<file path="config.mk">
export PLATFORM = sky130hd
export DESIGN_NAME = decoder_8bits_scan
export DESIGN_NICKNAME = d
export VERILOG_FILES = /design/src/rtl/decoder_8bits_scan_pkg.sv /design/src/rtl/decoder_3to8.sv /design/src/rtl/decoder_8bits_scan.sv
export SDC_FILE = /design/constraint.sdc
export NUM_CORES = 1
export LEC_CHECK = 0
export ABC_AREA = 1
export BUFFER_PORTS_ARGS = -buffer_cell sky130_fd_sc_hd__buf_2
export CAP_MARGIN = 10
export CELL_PAD_IN_SITES_DETAIL_PLACEMENT = 1
export CELL_PAD_IN_SITES_GLOBAL_PLACEMENT = 1
export CORE_MARGIN = 3
export CORE_UTILIZATION = 38
export CTS_BUF_LIST = sky130_fd_sc_hd__clkbuf_4
export CTS_CLUSTER_SIZE = 14
export DETAILED_ROUTE_END_ITERATION = 7
export PLACE_DENSITY = 0.8
export SETUP_SLACK_MARGIN = 0.3
export SLEW_MARGIN = 25
export SYNTH_ARGS = -nofsm -noshare
export SYNTH_HDL_FRONTEND = slang
export SYNTH_SLANG_ARGS = --single-unit
</file>
<file path="constraint.sdc">
create_clock -name clk -period 1.5 [get_ports clk]
set_input_delay 0.075 -clock clk [delete_from_list [all_inputs] [get_ports clk]]
set_output_delay 0.075 -clock clk [all_outputs]
set_load 0.01 [all_outputs]
</file>
<file path="src/rtl/decoder_8bits_scan_pkg.sv">
// Shared types and widths for the scanning 3-to-8 decoder.
package decoder_8bits_scan_pkg;

    localparam int unsigned OneHotW = 8;
    localparam int unsigned CodeW   = 3;

    typedef enum logic [1:0] {
        StIdle = 2'd0,
        StHold = 2'd1,
        StScan = 2'd2
    } state_e;

endpackage

</file>
<file path="src/rtl/decoder_3to8.sv">
// Combinational binary-to-one-hot decoder.
module decoder_3to8
    import decoder_8bits_scan_pkg::*;
(
    input  logic [CodeW-1:0]   code,
    output logic [OneHotW-1:0] onehot
);

    assign onehot = OneHotW'(1) << code;

endmodule

</file>
<file path="src/rtl/decoder_8bits_scan.sv">
// Registered 3-to-8 one-hot decoder with hold and tick-driven auto-scan modes.
module decoder_8bits_scan
    import decoder_8bits_scan_pkg::*;
#(
    parameter int unsigned DWELL = 4,
    parameter int unsigned CW    = 8
) (
    input  logic               clk,
    input  logic               rst,
    input  logic               load,
    input  logic [CodeW-1:0]   code,
    input  logic               scan_start,
    input  logic               stop,
    input  logic               tick,
    output logic [OneHotW-1:0] out_decod,
    output logic [CodeW-1:0]   out_code,
    output logic               busy,
    output logic               wrap
);

    localparam logic [CW-1:0]    DwellLast = CW'(DWELL - 1);
    localparam logic [CodeW-1:0] CodeLast  = '1;

    state_e               state_q, state_d;
    logic [CW-1:0]        cnt_q, cnt_d;
    logic [CodeW-1:0]     code_d;
    logic [OneHotW-1:0]   onehot_d;
    logic [OneHotW-1:0]   decod_d;
    logic                 wrap_d;

    always_comb begin
        state_d = state_q;
        cnt_d   = cnt_q;
        code_d  = out_code;
        wrap_d  = 1'b0;
        case (state_q)
            StIdle: begin
                if (load) begin
                    state_d = StHold;
                    code_d  = code;
                end else if (scan_start) begin
                    state_d = StScan;
                    code_d  = '0;
                    cnt_d   = '0;
                end
            end
            StHold: begin
                if (stop) begin
                    state_d = StIdle;
                    code_d  = '0;
                    cnt_d   = '0;
                end else if (load) begin
                    code_d = code;
                end else if (scan_start) begin
                    state_d = StScan;
                    cnt_d   = '0;
                end
            end
            StScan: begin
                if (stop) begin
                    state_d = StHold;
                    cnt_d   = '0;
                end else if (load) begin
                    state_d = StHold;
                    code_d  = code;
                    cnt_d   = '0;
                end else if (scan_start) begin
                    cnt_d = '0;
                end else if (tick) begin
                    if (cnt_q == DwellLast) begin
                        cnt_d  = '0;
                        code_d = out_code + 1'b1;
                        wrap_d = (out_code == CodeLast);
                    end else begin
                        cnt_d = cnt_q + 1'b1;
                    end
                end
            end
            default: begin
                // Unreachable encoding recovers to a clean idle.
                state_d = StIdle;
                code_d  = '0;
                cnt_d   = '0;
            end
        endcase
    end

    decoder_3to8 u_dec (
        .code   (code_d),
        .onehot (onehot_d)
    );

    assign decod_d = (state_d == StIdle) ? '0 : onehot_d;

    always_ff @(posedge clk) begin
        if (rst) begin
            state_q   <= StIdle;
            cnt_q     <= '0;
            out_code  <= '0;
            out_decod <= '0;
            busy      <= 1'b0;
            wrap      <= 1'b0;
        end else begin
            state_q   <= state_d;
            cnt_q     <= cnt_d;
            out_code  <= code_d;
            out_decod <= decod_d;
            busy      <= (state_d == StScan);
            wrap      <= wrap_d;
        end
    end

endmodule
</file>
==> metrics <==
Via Count=1,340; Clock Skew=0.005910 ns; Gate Count Post-Synth=180; critical path startpoint category=flop; CP peak stage delay=0.40 ns; row cnt=21; Slew Viols, Final=0; clock power share=25.1%; met2 track demand over resource=40.05%; asr flop ratio synth=0%; first-pass GRT wire length=6527 um; Fin. Hold Viols=0; DIE HEIGHT=65.83 um; Synth top area share=33.85%; Root Buffer=clkbuf_4; Worst Setup Path Type=flop to flop; most frequent CP cell=nand2_1; CP arrival=1.73 ns; Synth area leader=dfxtp_1; clock tree buffer depth=2; Syn Std Cell Area=1360 um^2; Final min period=1.438 ns; global-route met3 utilization=4.082%; net switching power=0.0004236 W; TritonCTS Buffers=3; CP max stage cell=dfxtp_4; # setup viols final=0; Setup WS post-layout=0.06179 ns; vias in the first global route=1,433; Yosys warnings=0; P per Cell Area=667.2 nW/um^2; met1 usage=19.44%; CP max FO=6; port buffer count=21; Hold Path Class=input port to flop; Initial Utilization=40.13%; Die Wd=65.83 um; 1st-pass router iterations=4; largest net degree at the start of global routing=15; peak supply drop=0.0004139 V; clk sinks=23; final worst-path cycle share=95.88%; Sw Ratio=33.54%; DRT iter0 DRCs=43; Buf/Inv on CP=0; Crit path max-delay family=simple AND/OR/NAND/NOR gates; worst-skew pair later-pin latency=0.33 ns; final WL=4223 um; Vias/cell=5.154; Slew @ Worst Pin=0.3445 ns; placed cell areas=1587 um^2; routed len/inst=16.24 um; post-route ant nets=0; synth-to-layout area growth=39.19%; sequential power share=51.2%; Top-Level Pins=22; GR peak layer=met2; post-route cell area=1893 um^2; share of layout cells above drive strength 1=57.01%; EDFF count, synth=0; clock slew at the register clock pins of the worst setup and hold paths=0.14 ns; critical path cell sequence=nor2_4 -> nand2_4 -> nor2_8 -> nand4_1 -> nand3_2 -> nand2_1 -> nand2_1 -> nand2_1 -> nor2_1; multi-input logic area=1036 um^2; die area=4333 um^2; Worst EP required=1.79 ns; syn avg cell area=7.556 um^2; syn_nets=192; GRT Util Overall=20.02%; sequential cell area fraction in the yosys report=33.85%; grt total ovfl=0; compound-gate portion of the synthesized area=17.11%; Final #Nets=227; GP Congestion=0.8244; number of H-tree levels=1; achievable clock frequency=0.6953 GHz; multiplexer area fraction after synthesis=0%; Synth area leaders=dfxtp_1 (34%), nand2_1 (10%), nor2_1 (5.8%); dpl hpwl=2835 um; initial antenna violation count=0; Synth Flop Type=dfxtp_1; residual DRC count=0; Internal Power=0.0008395 W; CTS tree=built; main combinational cell family by area after synthesis=simple AND/OR/NAND/NOR gates; Post-Synth Simple-Gate Area=38.73%; Synth Area in Adders=2.760%; Setup WS pre-CTS=0.003590 ns; sequential cell area=481.7 um^2; Floorplan Core Area=3390 um^2; Pleak=0.7559 nW; crit path capture type=flop; xor and xnor fraction of the mapped netlist area=0%; Layout fillers=417; combinational share of power=23.7%; # diodes=0; Max Cap Violations=0; Synth Register Bits=23; unrepaired setup endpoints after global routing=true; Max-slew headroom=76.96%; Unique masters post-synth=32; outcome=completed
==> logic make-up (layout without fill, tap and decap cells) <==
kind of cell / count (synthesis) / count (layout)
AND/OR/NAND/NOR: 97 / 97
AO/OA/AOI/OAI: 32 / 32
buffers and inverters: 25 / 59
flip-flops: 23 / 23
adder cells (fa/ha/maj): 3 / 3
==> layout make-up <==
type	instances	area share (%)
multi-input cells	132	54.73
flip-flops and latches	23	25.45
repair buffers	32	10.11
inverters	23	5.089
well taps	46	3.040
clock buffers	3	1.190
clock inverters	1	0.3966
==> power groups by stage <==
| stage | Combinational, W | Sequential, W | Clock (W) |
|---|---|---|---|
| floorplan | 0.000142 | 0.000671 | 0 |
| global placement | 0.000224 | 0.000662 | 0 |
| detailed placement | 0.000232 | 0.000663 | 0 |
| CTS | 0.000249 | 0.000646 | 0.000328 |
| global route | 0.000328 | 0.000649 | 0.000363 |
| finish | 0.000299 | 0.000647 | 0.000317 |
==> layer usage <==
metal	routed length, um	share of wire, %
met4	112	2.7
met2	2511	59
met5	0	0
met3	132	3.1
met1	1467	35
==> state kept, by name, indices dropped and copies added (netlist names) <==
signal / cells
out_code: 3
cnt_q: 8
busy: 1
out_decod: 8
state_q: 2
wrap: 1
==> layout by cell type (no fill, tap or decap), types with 2 or more instances in the layout <==
| master | Yosys | routed |
|---|---|---|
| o22ai_2 | 1 | 3 |
| dfxtp_1 | 23 | 12 |
| nor2_2 | 4 | 6 |
| nor3_2 | 0 | 2 |
| nand4_1 | 5 | 5 |
| clkinvlp_4 | 0 | 2 |
| ha_4 | 0 | 3 |
| a21oi_1 | 11 | 5 |
| o21ai_2 | 1 | 3 |
| o21ai_1 | 3 | 4 |
| nand3_2 | 5 | 6 |
| nand2_2 | 3 | 10 |
| a21oi_2 | 2 | 8 |
| clkbuf_4 | 0 | 3 |
| inv_4 | 0 | 2 |
| dfxtp_4 | 0 | 3 |
| a21oi_4 | 3 | 3 |
| nand2_4 | 6 | 11 |
| inv_1 | 17 | 16 |
| nand3_1 | 8 | 4 |
| buf_2 | 0 | 21 |
| nand3_4 | 0 | 3 |
| o21ai_0 | 5 | 2 |
| nand2_1 | 37 | 24 |
| dfxtp_2 | 0 | 8 |
| inv_2 | 4 | 3 |
| buf_4 | 0 | 10 |
| nor2_1 | 21 | 16 |
| nor2_4 | 3 | 6 |
==> cell usage after synthesis, types with 2 or more instances <==
cell,count
nor2_4,3
dfxtp_1,23
inv_2,4
nand2_2,3
nand2_4,6
o22ai_1,2
o21ai_1,3
nand3_1,8
nand4_1,5
nor3_1,3
nand2_1,37
ha_1,3
a21oi_2,2
nor2_1,21
nor2_2,4
nand3_2,5
a21oi_4,3
a21oi_1,11
inv_1,17
o21ai_0,5
==> repair_timing <==
action / CTS / global route
resized for setup: 16 / 46
hold buffers: 0 / 0
buffers inserted: 6 / 2
endpoints found under the setup margin: 20 / 20
pin swaps: 8 / 15
==> metrics by stage <==
stage | hold WS [ns] | total power (W) | util (%) | setup TNS, ns | instances
2_1_floorplan | 0.2509 | 0.0008131 | - | 0 | 180
3_3_place_gp | 0.4159 | 0.0008860 | 46.81 | 0 | 248
3_5_place_dp | 0.4265 | 0.0008957 | 46.81 | 0 | 248
4_1_cts | 0.05931 | 0.001224 | 50.31 | 0 | 258
5_1_grt | 0.08657 | 0.001339 | 55.85 | -0.1578 | 260
6_report | 0.09530 | 0.001263 | 55.85 | 0 | 260
==> worst paths after layout <==
check,slack (ns),to,cells after the start,from
max reg2reg,0.06,out_decod[3],9,cnt_q[2]
max,0.06,out_decod[3],9,cnt_q[2]
min,0.1,cnt_q[7],2,rst
min reg2reg,0.52,cnt_q[6],2,cnt_q[6]
No activity file was read; power rests on OpenSTA's default activity.
